$ cat config.mk
export PLATFORM = sky130hd
export DESIGN_NAME = uart_loader
export DESIGN_NICKNAME = d
export VERILOG_FILES = /design/src/rtl/uart_loader_pkg.sv /design/src/rtl/loader_timeout.sv /design/src/rtl/uart_loader.sv
export SDC_FILE = /design/constraint.sdc
export NUM_CORES = 1
export LEC_CHECK = 0
export CAP_MARGIN = 15
export CORE_MARGIN = 2
export CORE_UTILIZATION = 58
export CTS_CLUSTER_DIAMETER = 30
export CTS_CLUSTER_SIZE = 20
export DETAILED_ROUTE_END_ITERATION = 16
export HOLD_SLACK_MARGIN = 0.03
export PLACE_DENSITY = 0.91
export SLEW_MARGIN = 20
export SYNTH_ARGS = -nofsm -noshare
export SYNTH_HDL_FRONTEND = slang
export SYNTH_SLANG_ARGS = --single-unit
$ cat constraint.sdc
create_clock -name clk -period 2.5 [get_ports clk]
set_input_delay 0.5 -clock clk [delete_from_list [all_inputs] [get_ports clk]]
set_output_delay 0.5 -clock clk [all_outputs]
set_load 0.02 [all_outputs]
$ cat src/rtl/uart_loader_pkg.sv
// rtl/uart_loader_pkg.sv - shared state encoding and frame constants for the UART boot loader
package uart_loader_pkg;

  typedef enum logic [2:0] {
    IDLE,
    LEN_LO,
    LEN_HI,
    DATA,
    CSUM,
    DONE,
    ERR
  } loader_state_t;

  localparam logic [7:0] START_BYTE = 8'hA5;

endpackage

$ cat src/rtl/loader_timeout.sv
// rtl/loader_timeout.sv - inter-byte idle counter; flags expiry after TIMEOUT_CYCLES quiet cycles
module loader_timeout #(
  parameter logic [31:0] TIMEOUT_CYCLES = 32'd5_000_000
) (
  input  logic clk,
  input  logic rst_n,
  input  logic enable,
  input  logic reload,
  output logic expired
);

  logic [31:0] cnt_q;
  logic [31:0] cnt_d;

  // Saturates at the limit so expiry stays asserted until the FSM leaves the frame.
  always_comb begin
    cnt_d = cnt_q;
    if (!enable || reload) begin
      cnt_d = 32'd0;
    end else if (cnt_q != TIMEOUT_CYCLES) begin
      cnt_d = cnt_q + 32'd1;
    end
  end

  always_ff @(posedge clk or negedge rst_n) begin
    if (!rst_n) begin
      cnt_q <= 32'd0;
    end else begin
      cnt_q <= cnt_d;
    end
  end

  assign expired = enable && (cnt_q == TIMEOUT_CYCLES);

endmodule

$ cat src/rtl/uart_loader.sv
// rtl/uart_loader.sv - framed UART image loader writing little-endian words to instruction memory
module uart_loader
  import uart_loader_pkg::*;
#(
  parameter logic [31:0] BASE_ADDR      = 32'h0000_0000,
  parameter logic [15:0] MAX_WORDS      = 16'd1024,
  parameter logic [31:0] TIMEOUT_CYCLES = 32'd5_000_000
) (
  input  logic        clk,
  input  logic        rst_n,
  input  logic [7:0]  rx_data,
  input  logic        rx_done_sig,
  output logic        mem_we,
  output logic [31:0] mem_addr,
  output logic [31:0] mem_wdata,
  output logic        cpu_hold,
  output logic        load_done,
  output logic        load_err
);

  loader_state_t state_q;
  logic [7:0]    len_lo_q;
  logic [15:0]   len_q;
  logic [15:0]   word_cnt_q;
  logic [1:0]    byte_idx_q;
  logic [23:0]   word_q;
  logic [7:0]    csum_q;
  logic          mem_we_q;
  logic [31:0]   mem_addr_q;
  logic [31:0]   mem_wdata_q;
  logic          cpu_hold_q;
  logic          load_done_q;
  logic          load_err_q;

  logic          in_frame;
  logic          expired;
  logic [15:0]   len_rx;

  assign in_frame = (state_q == LEN_LO) || (state_q == LEN_HI) ||
                    (state_q == DATA)   || (state_q == CSUM);
  assign len_rx   = {rx_data, len_lo_q};

  loader_timeout #(
    .TIMEOUT_CYCLES(TIMEOUT_CYCLES)
  ) u_timeout (
    .clk    (clk),
    .rst_n  (rst_n),
    .enable (in_frame),
    .reload (rx_done_sig),
    .expired(expired)
  );

  always_ff @(posedge clk or negedge rst_n) begin
    if (!rst_n) begin
      state_q     <= IDLE;
      len_lo_q    <= 8'd0;
      len_q       <= 16'd0;
      word_cnt_q  <= 16'd0;
      byte_idx_q  <= 2'd0;
      word_q      <= 24'd0;
      csum_q      <= 8'd0;
      mem_we_q    <= 1'b0;
      mem_addr_q  <= BASE_ADDR;
      mem_wdata_q <= 32'd0;
      cpu_hold_q  <= 1'b0;
      load_done_q <= 1'b0;
      load_err_q  <= 1'b0;
    end else begin
      mem_we_q <= 1'b0;
      if (mem_we_q) begin
        mem_addr_q <= mem_addr_q + 32'd4;
      end

      // Inside a frame an arriving byte always beats a simultaneous timeout expiry.
      if (in_frame && !rx_done_sig && expired) begin
        state_q    <= ERR;
        load_err_q <= 1'b1;
        cpu_hold_q <= 1'b1;
      end else begin
        case (state_q)
          IDLE, DONE, ERR: begin
            if (rx_done_sig && rx_data == START_BYTE) begin
              state_q     <= LEN_LO;
              cpu_hold_q  <= 1'b1;
              load_done_q <= 1'b0;
              load_err_q  <= 1'b0;
              csum_q      <= 8'd0;
              byte_idx_q  <= 2'd0;
              word_cnt_q  <= 16'd0;
              mem_addr_q  <= BASE_ADDR;
            end
          end
          LEN_LO: begin
            if (rx_done_sig) begin
              len_lo_q <= rx_data;
              csum_q   <= csum_q ^ rx_data;
              state_q  <= LEN_HI;
            end
          end
          LEN_HI: begin
            if (rx_done_sig) begin
              len_q  <= len_rx;
              csum_q <= csum_q ^ rx_data;
              if (len_rx == 16'd0) begin
                state_q <= CSUM;
              end else if (len_rx > MAX_WORDS) begin
                state_q    <= ERR;
                load_err_q <= 1'b1;
              end else begin
                state_q <= DATA;
              end
            end
          end
          DATA: begin
            if (rx_done_sig) begin
              csum_q     <= csum_q ^ rx_data;
              byte_idx_q <= byte_idx_q + 2'd1;
              case (byte_idx_q)
                2'd0: word_q[7:0]   <= rx_data;
                2'd1: word_q[15:8]  <= rx_data;
                2'd2: word_q[23:16] <= rx_data;
                default: begin
                  mem_wdata_q <= {rx_data, word_q};
                  mem_we_q    <= 1'b1;
                  word_cnt_q  <= word_cnt_q + 16'd1;
                  if (word_cnt_q + 16'd1 == len_q) begin
                    state_q <= CSUM;
                  end
                end
              endcase
            end
          end
          CSUM: begin
            if (rx_done_sig) begin
              if (rx_data == csum_q) begin
                state_q     <= DONE;
                load_done_q <= 1'b1;
                cpu_hold_q  <= 1'b0;
              end else begin
                state_q    <= ERR;
                load_err_q <= 1'b1;
                cpu_hold_q <= 1'b1;
              end
            end
          end
          default: state_q <= IDLE;
        endcase
      end
    end
  end

  assign mem_we    = mem_we_q;
  assign mem_addr  = mem_addr_q;
  assign mem_wdata = mem_wdata_q;
  assign cpu_hold  = cpu_hold_q;
  assign load_done = load_done_q;
  assign load_err  = load_err_q;

endmodule

==> summary.txt <==
Status: finished, final reports clean
CP Cell Sequence: ha_1, nand3_2, or4b_1, a21oi_1, nor3_1, nor4_4, o22ai_1
Fillers: 965
CTS Buf Count: 17
Antenna diode count: 0
Power density over cell area: 1060 mW/mm²
Synth warn: 0
Placed Cells: 1143
Register area share after synthesis: 0.505
Via count: 7110
Final Skew: 10.1 ps
Pin count of the biggest net entering global routing: 82
Final core utilization: 0.719
Htree depth: 4
Reg area: 0.00438 mm²
Crit path DAT: 2630 ps
Routed vias/inst: 6.05
Top-area cell type share of the netlist area: 0.505
Max-cap check violation count: 0
Vias in the first global route: 6974
Synth Instances: 881
Cells on Worst Hold Path: 2
Routed WL: 20800 µm
Reg2reg start: word_cnt_q[1]
Hold Vio Cnt, Final: 0
Die Area: 0.0159 mm²
Worst-Margin Slew: 719 ps
Buffers added on ports: 76
Area leader, netlist: dfrtp_1
Io pins: 79
Fmax: 430 MHz
Clk slew on worst S/H paths: 70 ps
Setup bufs post-CTS: 0
Max-slew violations: 0
Commonest cells after routing, fill and taps aside: 174 x dfrtp_1, 134 x nand2_1, 97 x nor2_1
Skew-Pair Late Insertion Delay: 440 ps
CTS tree: yes
Total clock sinks: 175
Wirelength per Cell: 17.7 µm
# setup viols final: 0
Leakage: 4.49 nW
Top post-synthesis cells by area: dfrtp_1 51%, mux2_2 6.2%, nand2_1 5.8%, xor2_1 4.8%, nor2_1 4.2%
# rows: 44
Initial antenna violation count: 0
Critical Path RT: 2800 ps
GRT overflow: 0
Crit path max fanout: 6
Minimum clock period: 2320 ps
Min setup slack post-route: 175 ps
Kind of critical path: flip-flop to flip-flop
Post-route ant nets: 0
Fraction of registers with async set/reset: 1.00
Multi-input gate area: 0.00404 mm²
Tcrit/Tclk final: 0.930
Normalized max-slew margin: 0.520
Dpl ws: -419 ps
Post-Syn Area per Cell: 9.84 µm²
Most common cell after layout, fill and taps aside: dfrtp_1
Critical Path End Type: flip-flop
Root buf cell: clkbuf_16
Drt pass-1 iters: 5
Core Area: 0.0146 mm²
GP Congestion: 0.921
RSZ-0062 raised after global routing: no
Max Buffers Root-to-Sink: 2
Post-synth EDFFs: 0
Die Wd: 126 µm
Post-Layout Cell Count: 1176
Hpwl dp: 14000 µm
GRT Overall Usage: 0.265
Ys flop type: dfrtp_1
R2r setup slk: 180 ps
Slowest CP cell: or4b_1
Peak supply drop: 0.000570 V
Initial Util: 0.594
Worst R2R Path Depth: 7
#FFs+latches synth: 175
DIE HEIGHT: 126 µm
Critical path startpoint category: flip-flop
Initial drt markers: 534
Final Net Count: 998
First-pass GRT wire length: 34100 µm
Reg2reg end: state_q[0]
Worst Hold Launch: word_q[4]
Share of cells above drive strength 1: 0.149
Area Growth Syn to Fin: 21.1%
Worst Setup SP: word_cnt_q[1]
Hold EP: mem_wdata[4]
Residual DRC count: 0
Tot Pwr: 11.2 mW
Minimum hold slack: 468 ps
Slowest stage delay, CP: 530 ps
HP Class: flip-flop to flip-flop
Synth unique cells: 70
Post-Syn Area: 0.00867 mm²
-- cells in the mapped netlist (12+ instances only) --
cell      count
clkbuf_1     34
nand2b_1     16
nor2_1       97
dfrtp_1     175
nand2_1     134
mux2_2       48
and3_1       18
inv_1        14
or3_1        14
o21ai_0      52
nand3_1      32
nor3_1       12
xnor2_1      28
xor2_1       48
nand4_1      24
a21oi_1      14
-- worst max-delay path, delay by kind of cell (launching register included) --
family / cells / cell delay [ps]
flip-flops: 1 / 440
AO/OA/AOI/OAI: 2 / 250
AND/OR/NAND/NOR: 4 / 1280
adder cells (fa/ha/maj): 1 / 220
-- registers in the layout, summed over array words and instances, names as in the netlist, 2 cells and up --
signal           cells
mem_wdata           32
u_timeout.cnt_q     32
mem_addr            30
word_q              24
len_q               16
word_cnt_q          16
csum_q               8
len_lo_q             8
state_q              3
byte_idx_q           2
-- power by group --
group | internal (mW) | leakage, nW | switching [mW] | total (mW)
Clock | 1.34 | 0.281 | 1.27 | 2.61
Combinational | 1.92 | 2.02 | 2.09 | 4.01
Sequential | 3.72 | 2.19 | 0.822 | 4.54
Total | 6.98 | 4.49 | 4.18 | 11.2
-- per-stage QoR --
stage / TNS, ps / instance area, µm²
final: 0 / 10500
after global routing: 0 / 10500
after CTS: 0 / 10500
after detailed placement: -7890 / 9870
after global placement: -4770 / 9870
after floorplan: 0 / 8670
-- cell families after synthesis --
| family | Yosys count | synth area share |
|---|---|---|
| AOI/OAI and AO/OA | 109 | 0.0791 |
| buffers and inverters | 64 | 0.0319 |
| and+or+nand+nor | 396 | 0.228 |
| DFF | 175 | 0.505 |
| muxes | 51 | 0.0658 |
| other | 1 | 0.000433 |
| adders and majority gates | 9 | 0.0127 |
| xor gates and xnor gates | 76 | 0.0768 |
-- worst max-delay path by stage --
stage                      to  slack (ps)  cells past startpoint
2_1_floorplan      state_q[1]         200                      7
3_3_place_gp   word_cnt_q[12]        -270                      7
3_5_place_dp    word_cnt_q[4]        -420                      7
4_1_cts            state_q[0]          80                      7
5_1_grt            state_q[0]          60                      8
6_report           state_q[0]         180                      7
-- final cells by class --
cell class | count | area share
clock buffers | 17 | 0.0405
inverters | 15 | 0.00536
flip-flops and latches | 175 | 0.417
repair buffers | 127 | 0.114
clock inverters | 15 | 0.0156
well taps | 184 | 0.0219
multi-input cells | 643 | 0.385
-- layer usage --
layer | routed length, µm | global-route usage
met1 | 8620 | 0.338
met2 | 10500 | 0.450
met3 | 1090 | 0.0531
met4 | 578 | 0.0976
met5 | 0 | 0
-- repair_timing --
| action | in CTS | in global routing |
|---|---|---|
| endpoints found under the hold margin | 30 | 0 |
| pin swaps | 0 | 1 |
| resized for setup | 1 | 4 |
| endpoints found under the setup margin | 7 | 3 |
| hold buffers | 1 | 0 |
| gates cloned | 0 | 0 |
Power figures use the tool's default switching activity.
